<file path="src/rtl/rv32i_except_ctrl_if.sv">
// ---------------------------------------------------------------------------
// rv32i_except_ctrl_if
//   Signal bundle between the exception sources / pipeline status and the
//   exception controller.
//
//   Handshake semantics (the only handshake in this bundle):
//     i_except_vld[k] is a level request from source k. A request is accepted
//     only when the controller captures it (IDLE, or DONE together with
//     i_ack). A request seen at any other time is not queued; it only sets
//     o_dropped. o_done is the controller's "valid" for the completed
//     exception and i_ack is the trap unit's "ready": the exception is handed
//     off on the rising clk edge where o_done=1 and i_ack=1. i_ack while
//     o_done=0 has no effect.
//
//   Modports:
//     slave  : the controller (consumes i_*, drives o_*)
//     master : the environment (drives i_*, observes o_*)
//
//   Signals:
//     i_except_vld        per-source exception request (level)
//     i_except_cause      per-source cause, source k at [k*CAUSE_W +: CAUSE_W]
//     i_except_pc         per-source faulting PC, source k at [k*32 +: 32]
//     i_rf_except_in_prog register-file recovery busy
//     i_rob_flush         ROB flush busy
//     i_pu_rdy            per-PU ready
//     i_pu_vld            per-PU output valid
//     i_ack               trap unit accepted the completed exception
//     o_in_prog           exception handling active (gates decode valid)
//     o_flush             single-cycle pipeline flush pulse
//     o_done              drain complete, held until acknowledged
//     o_src_id            winning source index
//     o_cause             latched cause
//     o_epc               latched PC
//     o_timeout           sticky: drain ended by timeout
//     o_dropped           sticky: request seen while busy
//     o_state             current FSM state, for debug visibility
// ---------------------------------------------------------------------------
interface rv32i_except_ctrl_if #(
  parameter int NUM_SRCS = 4,
  parameter int NUM_PUS  = 4,
  parameter int CAUSE_W  = 5
);
  localparam int SRC_W = (NUM_SRCS > 1) ? $clog2(NUM_SRCS) : 1;

  logic [NUM_SRCS-1:0]         i_except_vld;
  logic [NUM_SRCS*CAUSE_W-1:0] i_except_cause;
  logic [NUM_SRCS*32-1:0]      i_except_pc;
  logic                        i_rf_except_in_prog;
  logic                        i_rob_flush;
  logic [NUM_PUS-1:0]          i_pu_rdy;
  logic [NUM_PUS-1:0]          i_pu_vld;
  logic                        i_ack;

  logic                        o_in_prog;
  logic                        o_flush;
  logic                        o_done;
  logic [SRC_W-1:0]            o_src_id;
  logic [CAUSE_W-1:0]          o_cause;
  logic [31:0]                 o_epc;
  logic                        o_timeout;
  logic                        o_dropped;
  logic [1:0]                  o_state;

  modport slave (
    input  i_except_vld, i_except_cause, i_except_pc,
    input  i_rf_except_in_prog, i_rob_flush, i_pu_rdy, i_pu_vld, i_ack,
    output o_in_prog, o_flush, o_done, o_src_id, o_cause, o_epc,
    output o_timeout, o_dropped, o_state
  );

  modport master (
    output i_except_vld, i_except_cause, i_except_pc,
    output i_rf_except_in_prog, i_rob_flush, i_pu_rdy, i_pu_vld, i_ack,
    input  o_in_prog, o_flush, o_done, o_src_id, o_cause, o_epc,
    input  o_timeout, o_dropped, o_state
  );
endinterface

</file>
<file path="src/rtl/rv32i_except_ctrl.sv">
// ---------------------------------------------------------------------------
// rv32i_except_ctrl
//   Precise-exception sequencer for an RV32I core. It picks the
//   lowest-index requesting source, latches its id/cause/PC, issues a
//   one-cycle pipeline flush, waits for the machine to go quiet (no PU
//   output valid, all PUs ready, no RF recovery, no ROB flush) or for a
//   drain timeout, then presents o_done until the trap unit acknowledges.
//
//   Ports:
//     clk  sole clock, rising edge
//     rst  asynchronous active-high reset
//     bus  rv32i_except_ctrl_if.slave (requests, pipeline status, results)
//
//   Parameters:
//     NUM_SRCS  number of exception sources (1..8)
//     NUM_PUS   number of processing units monitored for drain
//     CAUSE_W   cause code width
//     TMO_W     drain-timeout counter width; timeout at 2**TMO_W-1 cycles
// ---------------------------------------------------------------------------
module rv32i_except_ctrl #(
  parameter int NUM_SRCS = 4,
  parameter int NUM_PUS  = 4,
  parameter int CAUSE_W  = 5,
  parameter int TMO_W    = 8
) (
  input  logic               clk,
  input  logic               rst,
  rv32i_except_ctrl_if.slave bus
);

  localparam int SRC_W = (NUM_SRCS > 1) ? $clog2(NUM_SRCS) : 1;

  localparam logic [1:0] ST_IDLE  = 2'd0;
  localparam logic [1:0] ST_FLUSH = 2'd1;
  localparam logic [1:0] ST_DRAIN = 2'd2;
  localparam logic [1:0] ST_DONE  = 2'd3;

  // Terminal count: the counter stops here and never wraps.
  localparam logic [TMO_W-1:0] TMO_MAX  = '1;
  localparam logic [TMO_W-1:0] TMO_LAST = TMO_MAX - TMO_W'(1);

  logic [1:0]         state;
  logic [TMO_W-1:0]   tmo_cnt;
  logic [SRC_W-1:0]   src_id_q;
  logic [CAUSE_W-1:0] cause_q;
  logic [31:0]        epc_q;
  logic               timeout_q;
  logic               dropped_q;

  logic               quiet;
  logic               any_req;
  logic               capture;
  logic               busy_req;
  logic               tmo_hit;
  logic [SRC_W-1:0]   win_id;
  logic [CAUSE_W-1:0] win_cause;
  logic [31:0]        win_pc;

  // ------------------------------------------------------------------------
  // Pipeline quiet: nothing left in flight that could still retire.
  // ------------------------------------------------------------------------
  assign quiet = ~|bus.i_pu_vld & (&bus.i_pu_rdy) &
                 ~bus.i_rf_except_in_prog & ~bus.i_rob_flush;

  assign any_req = |bus.i_except_vld;

  // ------------------------------------------------------------------------
  // Lowest-index priority select. Scanning from the top down lets the last
  // hit (the lowest asserted index) win.
  // ------------------------------------------------------------------------
  always_comb begin
    win_id    = '0;
    win_cause = '0;
    win_pc    = '0;
    for (int k = NUM_SRCS - 1; k >= 0; k--) begin
      if (bus.i_except_vld[k]) begin
        win_id    = SRC_W'(k);
        win_cause = bus.i_except_cause[k*CAUSE_W +: CAUSE_W];
        win_pc    = bus.i_except_pc[k*32 +: 32];
      end
    end
  end

  // A new exception is accepted from IDLE, or straight out of DONE on the
  // acknowledge cycle so back-to-back exceptions skip the IDLE bubble.
  assign capture = any_req &
                   ((state == ST_IDLE) | ((state == ST_DONE) & bus.i_ack));

  // Requests arriving while the controller owns an exception are lost.
  assign busy_req = any_req &
                    ((state == ST_FLUSH) | (state == ST_DRAIN) |
                     ((state == ST_DONE) & ~bus.i_ack));

  // Last counted cycle of an unquiet drain.
  assign tmo_hit = (state == ST_DRAIN) & ~quiet & (tmo_cnt == TMO_LAST);

  // ------------------------------------------------------------------------
  // State register
  // ------------------------------------------------------------------------
  always_ff @(posedge clk or posedge rst) begin
    if (rst) begin
      state <= ST_IDLE;
    end else begin
      case (state)
        ST_IDLE: begin
          if (any_req) state <= ST_FLUSH;
        end
        ST_FLUSH: begin
          state <= ST_DRAIN;
        end
        ST_DRAIN: begin
          if (quiet || tmo_hit) state <= ST_DONE;
        end
        ST_DONE: begin
          if (bus.i_ack) state <= any_req ? ST_FLUSH : ST_IDLE;
        end
        default: state <= ST_IDLE;
      endcase
    end
  end

  // ------------------------------------------------------------------------
  // Drain timeout counter: cleared during FLUSH so every drain starts from
  // zero, counts unquiet DRAIN cycles, holds at the terminal value.
  // ------------------------------------------------------------------------
  always_ff @(posedge clk or posedge rst) begin
    if (rst) begin
      tmo_cnt <= '0;
    end else if (state == ST_FLUSH) begin
      tmo_cnt <= '0;
    end else if ((state == ST_DRAIN) && !quiet && (tmo_cnt != TMO_MAX)) begin
      tmo_cnt <= tmo_cnt + TMO_W'(1);
    end
  end

  // ------------------------------------------------------------------------
  // Latched exception fields: written only on capture, so they stay stable
  // through FLUSH/DRAIN/DONE and any dropped request.
  // ------------------------------------------------------------------------
  always_ff @(posedge clk or posedge rst) begin
    if (rst) begin
      src_id_q <= '0;
      cause_q  <= '0;
      epc_q    <= '0;
    end else if (capture) begin
      src_id_q <= win_id;
      cause_q  <= win_cause;
      epc_q    <= win_pc;
    end
  end

  // ------------------------------------------------------------------------
  // Sticky status. Both belong to the exception being handled, so a new
  // capture starts them afresh; otherwise they only ever set.
  // ------------------------------------------------------------------------
  always_ff @(posedge clk or posedge rst) begin
    if (rst) begin
      timeout_q <= 1'b0;
      dropped_q <= 1'b0;
    end else if (capture) begin
      timeout_q <= 1'b0;
      dropped_q <= 1'b0;
    end else begin
      if (tmo_hit)  timeout_q <= 1'b1;
      if (busy_req) dropped_q <= 1'b1;
    end
  end

  // ------------------------------------------------------------------------
  // Outputs. Status flags decode straight from the state register, so they
  // change only on a clock edge (or immediately on reset).
  // ------------------------------------------------------------------------
  assign bus.o_in_prog = (state != ST_IDLE);
  assign bus.o_flush   = (state == ST_FLUSH);
  assign bus.o_done    = (state == ST_DONE);
  assign bus.o_src_id  = src_id_q;
  assign bus.o_cause   = cause_q;
  assign bus.o_epc     = epc_q;
  assign bus.o_timeout = timeout_q;
  assign bus.o_dropped = dropped_q;
  assign bus.o_state   = state;

endmodule

</file>
<file path="src/flat_wrapper.sv">
// flat-port wrapper written by rule: the top's interface ports become plain ports
module rv32i_except_ctrl_flat 
#(
  parameter int NUM_SRCS = 4,
  parameter int NUM_PUS  = 4,
  parameter int CAUSE_W  = 5,
  parameter int TMO_W    = 8
)
  (clk, rst, bus_i_except_vld, bus_i_except_cause, bus_i_except_pc, bus_i_rf_except_in_prog, bus_i_rob_flush, bus_i_pu_rdy, bus_i_pu_vld, bus_i_ack, bus_o_in_prog, bus_o_flush, bus_o_done, bus_o_src_id, bus_o_cause, bus_o_epc, bus_o_timeout, bus_o_dropped, bus_o_state);
  rv32i_except_ctrl_if #(.NUM_SRCS(NUM_SRCS), .NUM_PUS(NUM_PUS), .CAUSE_W(CAUSE_W)) bus_i ();
  input  logic clk;
  input  logic rst;
  input wire logic [$bits(bus_i.i_except_vld)-1:0] bus_i_except_vld;
  input wire logic [$bits(bus_i.i_except_cause)-1:0] bus_i_except_cause;
  input wire logic [$bits(bus_i.i_except_pc)-1:0] bus_i_except_pc;
  input wire logic [$bits(bus_i.i_rf_except_in_prog)-1:0] bus_i_rf_except_in_prog;
  input wire logic [$bits(bus_i.i_rob_flush)-1:0] bus_i_rob_flush;
  input wire logic [$bits(bus_i.i_pu_rdy)-1:0] bus_i_pu_rdy;
  input wire logic [$bits(bus_i.i_pu_vld)-1:0] bus_i_pu_vld;
  input wire logic [$bits(bus_i.i_ack)-1:0] bus_i_ack;
  output wire logic [$bits(bus_i.o_in_prog)-1:0] bus_o_in_prog;
  output wire logic [$bits(bus_i.o_flush)-1:0] bus_o_flush;
  output wire logic [$bits(bus_i.o_done)-1:0] bus_o_done;
  output wire logic [$bits(bus_i.o_src_id)-1:0] bus_o_src_id;
  output wire logic [$bits(bus_i.o_cause)-1:0] bus_o_cause;
  output wire logic [$bits(bus_i.o_epc)-1:0] bus_o_epc;
  output wire logic [$bits(bus_i.o_timeout)-1:0] bus_o_timeout;
  output wire logic [$bits(bus_i.o_dropped)-1:0] bus_o_dropped;
  output wire logic [$bits(bus_i.o_state)-1:0] bus_o_state;
  assign bus_i.i_except_vld = bus_i_except_vld;
  assign bus_i.i_except_cause = bus_i_except_cause;
  assign bus_i.i_except_pc = bus_i_except_pc;
  assign bus_i.i_rf_except_in_prog = bus_i_rf_except_in_prog;
  assign bus_i.i_rob_flush = bus_i_rob_flush;
  assign bus_i.i_pu_rdy = bus_i_pu_rdy;
  assign bus_i.i_pu_vld = bus_i_pu_vld;
  assign bus_i.i_ack = bus_i_ack;
  assign bus_o_in_prog = bus_i.o_in_prog;
  assign bus_o_flush = bus_i.o_flush;
  assign bus_o_done = bus_i.o_done;
  assign bus_o_src_id = bus_i.o_src_id;
  assign bus_o_cause = bus_i.o_cause;
  assign bus_o_epc = bus_i.o_epc;
  assign bus_o_timeout = bus_i.o_timeout;
  assign bus_o_dropped = bus_i.o_dropped;
  assign bus_o_state = bus_i.o_state;
  rv32i_except_ctrl #(.NUM_SRCS(NUM_SRCS), .NUM_PUS(NUM_PUS), .CAUSE_W(CAUSE_W), .TMO_W(TMO_W)) u_core (.clk(clk), .rst(rst), .bus(bus_i));
endmodule
</file>
<file path="config.mk">
export PLATFORM = sky130hd
export DESIGN_NAME = rv32i_except_ctrl_flat
export DESIGN_NICKNAME = d
export VERILOG_FILES = /design/src/rtl/rv32i_except_ctrl_if.sv /design/src/rtl/rv32i_except_ctrl.sv /design/src/flat_wrapper.sv
export SDC_FILE = /design/constraint.sdc
export NUM_CORES = 1
export LEC_CHECK = 0
export ABC_CLOCK_PERIOD_IN_PS = 2500
export CAP_MARGIN = 40
export CORE_MARGIN = 8
export CORE_UTILIZATION = 35
export CTS_CLUSTER_SIZE = 30
export DETAILED_ROUTE_END_ITERATION = 10
export GPL_TIMING_DRIVEN = 0
export PLACE_DENSITY = 0.81
export SYNTH_ARGS = -nofsm -noshare
export SYNTH_HDL_FRONTEND = slang
export SYNTH_SLANG_ARGS = --single-unit
</file>
<file path="constraint.sdc">
create_clock -name clk -period 2.5 [get_ports clk]
set_input_delay 0.5 -clock clk [delete_from_list [all_inputs] [get_ports clk]]
set_output_delay 0.5 -clock clk [all_outputs]
set_load 0.01 [all_outputs]
</file>
==> reports/results.txt, run 1 <==
status -> completed
CTS tree -> built
Buffers on Ports -> 209
total wire length -> 12900 µm
Power Dens Cells -> 846 nW/µm²
area growth from synthesis to layout -> 78.2%
met3 Usage GRT -> 0.0750
Worst Path Buf+Inv -> 3
global-route wire length before repair -> 19900 µm
leakage power -> 2.08 nW
met1 Use GR -> 0.230
largest net degree at the start of global routing -> 34
CTS Buf Count -> 5
Fin. Hold Viols -> 0
pre-CTS WS -> -141 ps
Post-synth EDFFs -> 0
CTS Root Cell -> clkbuf_8
kind of critical path -> input pin to flop
area of the die -> 11800 µm²
reg2reg setup slack -> 220 ps
vias -> 3598
estimated wirelength of the detail-placed design -> 10400 µm
Final nets -> 707
worst hold path type -> flop to flop
RR Startpoint -> u_core.bus.o_state[0]$_DFFE_PP0P_
unrepaired setup endpoints after global routing -> false
critical-path maximum fanout -> 10
Worst-Skew Late Latency -> 310 ps
Hold WS -> 489 ps
FMAX -> 427 MHz
Critical Path End Type -> flop
cell total after placement -> 633
diode count -> 0
Main synth FF type -> dfrtp_1
fin worst setup slack -> 160 ps
# Max-Cap Violations -> 0
row cnt -> 33
Hold Path Cell Cnt -> 2
clock-pin slew on the worst setup and hold paths -> 100 ps
worst-case reg-to-reg path depth -> 9
I/O pin cnt -> 211
via count of the first global-routing pass -> 3935
mapped cell area -> 2990 µm²
non-filler cells, final -> 641
Worst-Margin Slew -> 574 ps
Tmin final -> 2340 ps
Initial Util -> 0.362
DR iter-0 viols -> 137
Hold Startpoint -> u_core.bus.o_epc[2]$_DFFE_PP0P_
number of distinct library cells after synthesis -> 39
Crit path depth -> 6
htree depth -> 2
initial antenna violation count -> 0
clk_skew -> 16.3 ps
Syn Nets -> 490
setup tns final -> 0 ps
drt pass-1 iters -> 6
final count of negative-setup-slack endpoints -> 0
Synth Warn # -> 0
commonest non-fill, non-tap cell in the layout -> clkdlybuf4s50_1
Setup crit start kind -> input pin
GRT Max-Usage Layer -> met2
VDD IR max -> 0.000348 V
clk buf depth -> 2
Die H -> 108 µm
worst hold endpoint -> u_core.bus.o_epc[2]$_DFFE_PP0P_
WP data arrival -> 2540 ps
synthesized flop and latch total -> 51
most frequent cells in the layout -> 209 x clkdlybuf4s50_1, 51 x dfrtp_1, 41 x nand2_1, 40 x o31ai_1
Slowest cell on crit path -> clkdlybuf4s50_1
core area -> 8260 µm²
Async SR Flop Fraction -> 1.00
CP top delay family -> buffers and inverters
R2R Path End -> u_core.bus.o_epc[11]$_DFFE_PP0P_
crit path from -> bus_i_except_vld[3]
Worst path max stage delay -> 570 ps
Post-Syn Area per Cell -> 9.41 µm²
post-synthesis sequential area ratio -> 0.427
clock sinks -> 51
share of cells above drive strength 1 -> 0.0541
final max-slew violation count -> 0
total power -> 4.51 mW
vias per cell -> 5.61
Cells after Synth -> 318
Die Wd -> 108 µm
CP most frequent cell -> clkbuf_1
met2 usage -> 0.384
fin crit share -> 0.936
GRT Overall Usage -> 0.212
Overflow after GRT -> 0
Req. time, crit path -> 2700 ps
drt drc -> 0
Rel. slew slack -> 0.617
Post-DRT Antenna Nets -> 0
GP Congestion -> 0.861
DR WL/cell -> 20.1 µm
crit-path cells -> clkdlybuf4s50_1, nor2b_1, clkbuf_1, clkbuf_1, a221oi_1, o31ai_1
[cells by family (layout without fill, tap and decap cells)]
| logic type | count (synthesis) | count (layout) | share of synthesized area |
|---|---|---|---|
| muxes | 3 | 3 | 0.0151 |
| AOI/OAI and AO/OA | 138 | 138 | 0.348 |
| adders and majority gates | 7 | 7 | 0.0293 |
| and+or+nand+nor | 79 | 79 | 0.126 |
| buffers and inverters | 40 | 258 | 0.0556 |
| DFF | 51 | 51 | 0.427 |
[power by group]
| part | leakage (nW) | internal [mW] | switching (mW) | total [mW] |
|---|---|---|---|---|
| registers | 0.634 | 1.19 | 0.224 | 1.42 |
| logic | 1.40 | 1.37 | 1.21 | 2.58 |
| clock network | 0.0443 | 0.201 | 0.306 | 0.507 |
| total | 2.08 | 2.77 | 1.74 | 4.51 |
[timing repair]
action | in CTS | in global routing
setup buffers | 0 | 0
endpoints found under the setup margin | 0 | 2
resized for setup | 0 | 2
hold buffers | 0 | 0
[worst min-delay path, cell delays in order (launching register included)]
cell and delay (ps):
dfrtp_1 360, nand2_1 50, o31ai_1 50
[stage by stage]
stage                     utilization  area, µm²
after detailed placement        0.634       5240
after global routing            0.645       5330
after global placement          0.632       5220
after floorplan                     -       2990
final                           0.645       5330
after CTS                       0.645       5330
[worst max-delay path by stage]
stage | endpoint | slack (ps)
6_report | u_core.bus.o_epc[11]$_DFFE_PP0P_ | 160
5_1_grt | u_core.bus.o_epc[8]$_DFFE_PP0P_ | 30
4_1_cts | u_core.bus.o_epc[11]$_DFFE_PP0P_ | 180
3_5_place_dp | u_core.bus.o_epc[11]$_DFFE_PP0P_ | -140
3_3_place_gp | u_core.bus.o_cause[2]$_DFFE_PP0P_ | -250
2_1_floorplan | u_core.bus.o_state[1]$_DFFE_PP0P_ | 550
[routing by layer]
| metal | wire length [µm] | part of all wire | vias up |
|---|---|---|---|
| met5 | 0 | 0 | - |
| met4 | 208 | 0.016 | 0 |
| met3 | 1200 | 0.093 | 16 |
| met2 | 6680 | 0.52 | 164 |
| met1 | 4810 | 0.37 | 1729 |
| li1 | - | - | 1689 |
[cell usage after synthesis (all sizes together), types with 3 or more instances]
cell type   n  area [µm²]
a21oi       9        45.0
a221oi     36         315
buf         7        42.5
clkbuf     23        86.3
dfrtp      51        1280
ha          7        87.6
inv        10        37.5
mux2        3        45.0
nand2      41         154
nand3       5        25.0
nor2       17        66.3
nor2b       3        18.8
o21ai       4        23.8
o22ai      36         225
o31ai      40         300
or4         4        37.5
[flip-flops by register name (all words and copies together), names as in the netlist]
| register | cells |
|---|---|
| u_core.tmo_cnt | 8 |
| u_core.bus.o_dropped | 1 |
| u_core.bus.o_cause | 5 |
| u_core.bus.o_src_id | 2 |
| u_core.bus.o_state | 2 |
| u_core.bus.o_epc | 32 |
| u_core.bus.o_timeout | 1 |
[area by class of cell]
type	instances	area (µm²)
fill	706	2930
sequential	51	1280
inverter	10	37.5
clock inverter	3	25.0
tap	105	131
buffer	30	130
clock buffer	5	68.8
timing repair buffer	210	2110
multi-input combinational	227	1550
(Power assumes the default switching activity.)
==> inputs of run 2 (changes only) <==
Settings changed: SKIP_CTS_REPAIR_TIMING set to 1.
==> results of run 2 <==
The final DEF is identical to that of run 1; final timing and power are the same.
==> inputs of run 3 (changes only) <==
Settings changed: ABC_CLOCK_PERIOD_IN_PS 2500 to 2300, CTS_CLUSTER_SIZE 30 to not set.
Clock period 2.5 ns to 2.3 ns, I/O delays scaled along.
==> run 3 against run 2 <==
  * Clock skew is 1.6 ps lower
  * Clock power is 9.5% higher
  * Global-route usage stayed put
  * Final area is 0.59% higher
  * Die area stayed put
  * Final cell count stayed put
  * Via count is 0.14% higher
  * Sequential power is 8% higher
  * Utilization is 0.38 points higher
  * Combinational power is 9.7% higher
  * Count of clock-buffer cells in the layout stayed put
  * Critical path type is now flop to primary output
  * Largest cell class unchanged
  * Largest power group unchanged
==> reports/results.txt, run 3 (synthesized netlist as in run 1, its figures left out) <==
largest net degree at the start of global routing -> 34 (unchanged)
CTS Root Cell -> clkbuf_8
Comb power frac -> 0.575 (+0.002)
sequential share of power -> 0.313 (-0.002)
clk buf depth -> 2 (unchanged)
FF/Latch Area -> 1280 µm² (unchanged)
initial antenna violation count -> 0 (unchanged)
Buffers on Ports -> 209 (unchanged)
htree depth -> 2 (unchanged)
Worst path max stage delay -> 530 ps (-40 ps)
kind of critical path -> flop to primary output
total wire length -> 12900 µm (+0.16%)
Overflow after GRT -> 0 (unchanged)
drt pass-1 iters -> 4 (-2)
Rel. slew slack -> 0.648 (+0.0312)
met1 Use GR -> 0.230 (unchanged)
met3 Usage GRT -> 0.0750 (unchanged)
vias -> 3603 (+0.14%)
clock sinks -> 51 (unchanged)
non-filler cells, final -> 641 (unchanged)
P_int -> 3.03 mW (+9.4%)
DR iter-0 viols -> 120 (-12%)
final max-slew violation count -> 0 (unchanged)
DR WL/cell -> 20.2 µm (+0.16%)
Critical Path End Type -> primary output
CTS tree -> built
FMAX -> 462 MHz
Clk pwr share -> 0.113 (about the same)
Fill cells -> 696 (-1.4%)
share of cells above drive strength 1 -> 0.0709 (+0.0168)
row cnt -> 33 (unchanged)
GRT Max-Usage Layer -> met2
Initial Util -> 0.362 (unchanged)
area of the die -> 11800 µm² (unchanged)
drt drc -> 0 (unchanged)
I/O pin cnt -> 211 (unchanged)
area growth from synthesis to layout -> 79.2%
NetSw -> 1.90 mW (+9.1%)
critical-path maximum fanout -> 5 (-5)
unrepaired setup endpoints after global routing -> false
cell total after placement -> 633 (unchanged)
Post-DRT Antenna Nets -> 0 (unchanged)
Power Dens Cells -> 919 nW/µm² (+8.7%)
status -> completed
global-route wire length before repair -> 19900 µm (unchanged)
Req. time, crit path -> 1840 ps (-860 ps)
leakage power -> 2.10 nW (+1.2%)
Die Wd -> 108 µm (unchanged)
CTS Buf Count -> 5 (unchanged)
WP data arrival -> 1710 ps (-830 ps)
fin crit share -> 0.942
clock-pin slew on the worst setup and hold paths -> 110 ps (about the same)
Worst-Skew Late Latency -> 320 ps (about the same)
VDD IR max -> 0.000387 V (+11%)
Tmin final -> 2170 ps
CP most frequent cell -> inv_1
vias per cell -> 5.62 (+0.14%)
estimated wirelength of the detail-placed design -> 10400 µm (unchanged)
met2 usage -> 0.384 (unchanged)
diode count -> 0 (unchanged)
footprint of the multi-input gates -> 1560 µm² (+0.97%)
total power -> 4.93 mW (+9.3%)
Slowest cell on crit path -> clkdlybuf4s50_1
Hold WS -> 465 ps (-23.9 ps)
GP Congestion -> 0.861 (unchanged)
crit-path cells -> inv_1, ha_1, inv_1, clkdlybuf4s50_1
Worst Path Buf+Inv -> 3 (unchanged)
core area -> 8260 µm² (unchanged)
CP top delay family -> buffers and inverters
worst hold path type -> input pin to async pin
most frequent cells in the layout -> 209 x clkdlybuf4s50_1, 51 x dfrtp_1, 40 x nand2_1, 40 x o31ai_1
max FFs per register -> 32 (unchanged)
Worst-Margin Slew -> 528 ps (-46.8 ps)
final count of negative-setup-slack endpoints -> 0 (unchanged)
clk_skew -> 14.7 ps (-1.61 ps)
Final nets -> 707 (unchanged)
net switching fraction of the power -> 0.386 (-0.000650)
# Max-Cap Violations -> 0 (unchanged)
Setup crit start kind -> flop
via count of the first global-routing pass -> 3935 (unchanged)
Die H -> 108 µm (unchanged)
Fin. Hold Viols -> 0 (unchanged)
commonest non-fill, non-tap cell in the layout -> clkdlybuf4s50_1
GRT Overall Usage -> 0.212 (unchanged)
[run 3: cell count changes in the layout (fill, tap and decap cells not counted), sizes merged]
cell / delta
buf: -2
clkbuf: +2
[run 3: power groups by stage]
stage	Clock (mW)	Combinational [mW]	Sequential, mW
finish	0.555	2.83	1.54
global route	0.587	3.09	1.60
CTS	0.559	2.85	1.54
detailed placement	0	2.84	1.56
global placement	0	2.77	1.53
floorplan	0	1.18	1.70
[run 3: worst reg2reg max path, stage by stage (launching register included)]
cell,delay (ps)
dfrtp_1,420
inv_1,120
ha_1,260
a21oi_2,220
or2_1,140
clkbuf_1,180
clkbuf_4,260
buf_2,250
nand2_1,80
o31ai_1,70
[run 3: cell type report]
class                           count  share of cell area
Tap cell                          105              0.0245
Buffer                             30              0.0273
Sequential cell                    51               0.238
Multi-Input combinational cell    227               0.292
Timing Repair Buffer              210               0.394
Inverter                           10             0.00700
Clock inverter                      3             0.00467
Clock buffer                        5              0.0128
[run 3: final timing paths]
| path | startpoint | endpoint | slack, ps | depth (start not counted) |
|---|---|---|---|---|
| max | u_core.bus.o_state[0]$_DFFE_PP0P_ | bus_o_in_prog | 130 | 4 |
| min | rst | u_core.bus.o_epc[26]$_DFFE_PP0P_ | 470 | 2 |
| max reg2reg | u_core.bus.o_state[0]$_DFFE_PP0P_ | u_core.bus.o_cause[0]$_DFFE_PP0P_ | 200 | 9 |
| min reg2reg | u_core.bus.o_epc[2]$_DFFE_PP0P_ | u_core.bus.o_epc[2]$_DFFE_PP0P_ | 490 | 2 |
| max in group asynchronous | rst | u_core.bus.o_src_id[0]$_DFFE_PP0P_ | 1300 | 3 |
| min in group clk | u_core.bus.o_epc[2]$_DFFE_PP0P_ | u_core.bus.o_epc[2]$_DFFE_PP0P_ | 490 | 2 |
[run 3: metrics by stage]
step	setup TNS, ps	utilization	area, µm²	setup WS (ps)
6_report	0	0.649	5360	133
5_1_grt	0	0.649	5360	7.19
4_1_cts	0	0.645	5330	15.9
3_5_place_dp	-9930	0.634	5240	-301
3_3_place_gp	-29510	0.632	5220	-409
2_1_floorplan	0	-	2990	393
[run 3: metal layers]
metal	up-vias	routed length [µm]
li1	1686	-
met2	175	6660
met1	1720	4840
met3	22	1190
met4	0	233
met5	-	0
